### config.mk
export PLATFORM = sky130hd
export DESIGN_NAME = regfile_dump_reader
export DESIGN_NICKNAME = d
export VERILOG_FILES = /design/src/rtl/regfile_dump_reader.sv
export SDC_FILE = /design/constraint.sdc
export NUM_CORES = 1
export LEC_CHECK = 0
export CAP_MARGIN = 20
export CORE_ASPECT_RATIO = 1.1
export CORE_MARGIN = 2
export CORE_UTILIZATION = 46
export DETAILED_ROUTE_END_ITERATION = 7
export PLACE_DENSITY = 0.87
export SYNTH_ARGS = -nofsm -noshare
export SYNTH_HDL_FRONTEND = slang
export SYNTH_SLANG_ARGS = --single-unit
### constraint.sdc
create_clock -name Clk -period 3.6 [get_ports Clk]
set_input_delay 0.54 -clock Clk [delete_from_list [all_inputs] [get_ports Clk]]
set_output_delay 0.54 -clock Clk [all_outputs]
set_load 0.01 [all_outputs]
### src/rtl/regfile_dump_reader.sv
// ============================================================================
// Module   : regfile_dump_reader
// Purpose  : Debug read-out engine on a spare register-file read port. Walks
//            a contiguous (wrapping) address range and streams each register
//            value with its index over a valid/ready handshake.
// Revision : 1.0 - initial release
// ============================================================================
`default_nettype none

module regfile_dump_reader #(
  parameter int ADDR = 5,
  parameter int NUMB = 1 << ADDR,
  parameter int SIZE = 32
) (
  input  logic            Clk,
  input  logic            Clr,
  input  logic            Start,
  input  logic            Abort,
  input  logic [ADDR-1:0] First_Addr,
  input  logic [ADDR-1:0] Last_Addr,
  output logic [ADDR-1:0] R_Addr,
  input  logic [SIZE-1:0] R_Data,
  output logic [SIZE-1:0] Dout,
  output logic [ADDR-1:0] Dout_Addr,
  output logic            Dout_Valid,
  input  logic            Dout_Ready,
  output logic            Busy,
  output logic            Done
);

  localparam logic [ADDR-1:0] c_PTR_MAX = ADDR'(NUMB - 1);

  typedef enum logic [1:0] {
    S_IDLE = 2'd0,
    S_READ = 2'd1,
    S_HOLD = 2'd2,
    S_DONE = 2'd3
  } state_t;

  state_t          r_state;
  logic [ADDR-1:0] r_ptr;
  logic [ADDR-1:0] r_last;
  logic            w_handshake;
  logic [ADDR-1:0] w_ptr_next;

  // The read port address follows the pointer with no register stage so the
  // combinational read data is ready to capture in the READ cycle.
  assign R_Addr      = r_ptr;
  assign w_handshake = Dout_Valid & Dout_Ready;
  // Pointer advance wraps from the top register back to index 0.
  assign w_ptr_next  = (r_ptr == c_PTR_MAX) ? '0 : r_ptr + 1'b1;

  // Dump sequencer: READ captures a word, HOLD waits for the consumer.
  always_ff @(posedge Clk or posedge Clr) begin
    if (Clr) begin
      r_state    <= S_IDLE;
      r_ptr      <= '0;
      r_last     <= '0;
      Dout       <= '0;
      Dout_Addr  <= '0;
      Dout_Valid <= 1'b0;
      Busy       <= 1'b0;
      Done       <= 1'b0;
    end else begin
      Done <= 1'b0;
      case (r_state)
        S_IDLE: begin
          if (Start) begin
            r_ptr   <= First_Addr;
            r_last  <= Last_Addr;
            Busy    <= 1'b1;
            r_state <= S_READ;
          end
        end
        S_READ: begin
          if (Abort) begin
            Dout_Valid <= 1'b0;
            Busy       <= 1'b0;
            r_state    <= S_IDLE;
          end else begin
            Dout       <= R_Data;
            Dout_Addr  <= r_ptr;
            Dout_Valid <= 1'b1;
            r_state    <= S_HOLD;
          end
        end
        S_HOLD: begin
          // Abort wins over a handshake on the same edge: the word is dropped.
          if (Abort) begin
            Dout_Valid <= 1'b0;
            Busy       <= 1'b0;
            r_state    <= S_IDLE;
          end else if (w_handshake) begin
            Dout_Valid <= 1'b0;
            if (r_ptr == r_last) begin
              Busy    <= 1'b0;
              Done    <= 1'b1;
              r_state <= S_DONE;
            end else begin
              r_ptr   <= w_ptr_next;
              r_state <= S_READ;
            end
          end
        end
        S_DONE: begin
          r_state <= S_IDLE;
        end
        default: begin
          r_state <= S_IDLE;
        end
      endcase
    end
  end

endmodule

`default_nettype wire

==> impl_metrics.env <==
export IMPL_setup_viol=0
export IMPL_routed_wl_mm=4.78
export IMPL_grt_pass1_wl_mm=8.27
export IMPL_peakVddDrop_mv=0.462
export IMPL_ys_types=26
export IMPL_hold_depth=1
export IMPL_yosysSeqAreaShare=0.577
export IMPL_dr_pass1_iters=4
export IMPL_post_cts_buffers=0
export IMPL_cap_violations=0
export IMPL_yosysTopAreaCellShare=0.577
export IMPL_synth_fp_nets=218
export IMPL_core_area_sq_mm=0.00468
export IMPL_dr_wl_met2_mm=2.45
export IMPL_dp_worst_setup_slack_ns=1.30
export IMPL_period_share=0.558
export IMPL_min_to="Dout[28]$_DFFE_PP0P_"
export IMPL_reg2reg_depth=7
export IMPL_synthFlopType="dfrtp_1"
export IMPL_antenna_found_initial=0
export IMPL_reg2reg_to="R_Addr[2]$_DFFE_PP0P_"
export IMPL_r2r_slack_ns=1.59
export IMPL_rows=26
export IMPL_design_area_sq_mm=0.00334
export IMPL_max_slew_margin=0.711
export IMPL_finalSetupTns_ns=0
export IMPL_dp_hpwl_mm=3.58
export IMPL_port_buffers=91
export IMPL_clk_latency_ns=0.29
export IMPL_cts_buffer_depth=2
export IMPL_finalWorstSetupSlack_ns=1.59
export IMPL_ios=92
export IMPL_worstPathArrival_ns=2.18
export IMPL_critPathLaunchType="flop"
export IMPL_cts_clk_slew_worst_paths_ns=0.09
export IMPL_postRouteAntennaNets=0
export IMPL_syn_inst=164
export IMPL_remaining_drc_errors=0
export IMPL_netlist_top_cells_area="dfrtp_1 (58%), mux2_2 (21%), ha_1 (3.9%)"
export IMPL_worstSetupPathType="flop to flop"
export IMPL_wl_per_cell_microns=15.1
export IMPL_vias=1622
export IMPL_die_h_microns=77.4
export IMPL_cts_tree="built"
export IMPL_root_buffer="clkbuf_8"
export IMPL_wl_met1_mm=1.93
export IMPL_required_ns=3.77
export IMPL_synthArstFlopShare=1.00
export IMPL_synth_warnings=0
export IMPL_start_util=0.481
export IMPL_rr_startpoint="r_state[0]$_DFFE_PP0P_"
export IMPL_grt_remaining_overflow=0
export IMPL_p_leak_nw=1.39
export IMPL_syn2layout_area_growth_pct=48.2
export IMPL_hold_class="flop to flop"
export IMPL_top_layer="met4"
export IMPL_first_iter_violations=52
export IMPL_power_density_mw_per_mm2=850
export IMPL_grt_start_max_net_pins=53
export IMPL_ys_ff_latch=52
export IMPL_status="completed"
export IMPL_hold_viol_final=0
export IMPL_synth_edf_count=0
export IMPL_drv_slew=0
export IMPL_cts_hold_buf=0
export IMPL_worstHoldStart="Dout[28]$_DFFE_PP0P_"
export IMPL_antenna_cells=0
export IMPL_synth_top_area_cell="dfrtp_1"
export IMPL_wl_met3_microns=371
export IMPL_vias_per_cell=5.12
export IMPL_nNetsFinal=314
export IMPL_cts_num_sinks=52
export IMPL_numCtsBuffers=5
export IMPL_cp_max_fo=10
export IMPL_die_x_microns=70.8
export IMPL_ctsResizeCount=0
export IMPL_tightestPinTransition_ns=0.432
export IMPL_fin_worst_skew_ns=0.00441
export IMPL_syn_area_per_cell_sq_um=13.7
export IMPL_layout_drive_gt1_share=0.211
export IMPL_period_needed_ns=2.01
export IMPL_place_area_sq_mm=0.00323
export IMPL_fmax_mhz=497
export IMPL_grt_pass1_vias=1768
export IMPL_worstSetupEndpointType="flop"
export IMPL_grt_usage=0.188
export IMPL_die_area_sq_mm=0.00548
export IMPL_rsz0062_at_grt="no"
export IMPL_syn_area_sq_mm=0.00225
export IMPL_place_gp_congestion=0.735
export IMPL_htree_levels=2
==> worst max-delay path by stage <==
stage	from	end	cells after the start
5_1_grt	r_state[0]$_DFFE_PP0P_	R_Addr[3]$_DFFE_PP0P_	7
2_1_floorplan	Clr	Busy$_DFFE_PP0P_	1
3_3_place_gp	Abort	Dout_Addr[2]$_DFFE_PP0P_	4
6_report	r_state[0]$_DFFE_PP0P_	R_Addr[2]$_DFFE_PP0P_	7
3_5_place_dp	Abort	Dout[9]$_DFFE_PP0P_	4
4_1_cts	r_state[0]$_DFFE_PP0P_	R_Addr[2]$_DFFE_PP0P_	7
==> placed cells by master (no fill, tap or decap), drive strengths merged <==
| cell | n |
|---|---|
| nor2b | 3 |
| clkdlybuf4s50 | 91 |
| nand2b | 2 |
| mux2 | 42 |
| a21o | 1 |
| nor4 | 1 |
| a21oi | 5 |
| a211oi | 1 |
| nor3b | 1 |
| mux2i | 3 |
| ha | 7 |
| o22ai | 1 |
| a2bb2oi | 1 |
| dfrtp | 52 |
| nand3 | 2 |
| clkbuf | 8 |
| buf | 2 |
| a2111oi | 1 |
| o21ai | 8 |
| and3 | 2 |
| and2b | 1 |
| inv | 6 |
| nor2 | 3 |
| nor3 | 4 |
| nand2 | 7 |
| xnor2 | 5 |
| o31ai | 1 |
==> state kept, by name, indices dropped and copies added (netlist names) <==
name / cells
Dout_Addr: 5
r_state: 2
r_last: 5
R_Addr: 5
Busy: 1
Dout_Valid: 1
Dout: 32
Done: 1
==> cells in the mapped netlist (2+ instances only) <==
| master | instances |
|---|---|
| dfrtp_1 | 52 |
| mux2i_1 | 3 |
| and3_1 | 2 |
| o21ai_0 | 4 |
| nand2_1 | 7 |
| nor2b_1 | 3 |
| a21oi_1 | 5 |
| xnor2_1 | 5 |
| nor3_1 | 4 |
| buf_2 | 4 |
| ha_1 | 7 |
| nor2_1 | 3 |
| mux2_2 | 42 |
| nand3_1 | 2 |
| nand2b_1 | 2 |
| inv_1 | 6 |
| o21ai_1 | 4 |
==> layer usage <==
layer	vias to the layer above	GRT usage
li1	761	-
met1	792	0.226
met2	64	0.321
met3	5	0.0701
met4	0	0.0434
met5	-	0
==> stage by stage <==
step / total power, W / instances / hold slack (ns) / utilization
2_1_floorplan: 0.00182 / 164 / 0.497 / -
3_3_place_gp: 0.00248 / 308 / 0.489 / 0.690
3_5_place_dp: 0.00253 / 308 / 0.495 / 0.690
4_1_cts: 0.00287 / 316 / 0.515 / 0.709
5_1_grt: 0.00305 / 317 / 0.521 / 0.713
6_report: 0.00284 / 317 / 0.509 / 0.713
==> critical path, stage by stage (launching register included) <==
cell and delay [ns]:
dfrtp_1 0.40, inv_1 0.13, ha_1 0.33, nand2b_1 0.21
nor3_1 0.38, a211oi_4 0.17, o21ai_1 0.18, o21ai_1 0.09
==> logic make-up (layout without fill, tap and decap cells) <==
group                    count (synthesis)  in the layout  synth area share
AND/OR/NAND/NOR                         26             26            0.0594
multiplexers                            45             45             0.223
adder cells (fa/ha/maj)                  7              7            0.0388
flip-flops                              52             52             0.577
AO/OA/AOI/OAI                           19             19            0.0633
buffers and inverters                   10            107            0.0189
XOR/XNOR                                 5              5            0.0194
==> power by group <==
| part | internal [W] | total [W] | switching, W |
|---|---|---|---|
| Clock | 0.000157 | 0.000330 | 0.000173 |
| Combinational | 0.000865 | 0.00144 | 0.000572 |
| Sequential | 0.000877 | 0.00107 | 0.000194 |
| Total | 0.00190 | 0.00284 | 0.000939 |
==> final cells by class <==
cell class	instances	area, sq um
timing repair buffer	93	938
multi-input combinational	102	918
sequential	52	1300
tap	56	70.1
inverter	6	22.5
clock buffer	8	90.1
fill	358	1340
Note: power is estimated with default switching activity, not from simulation.
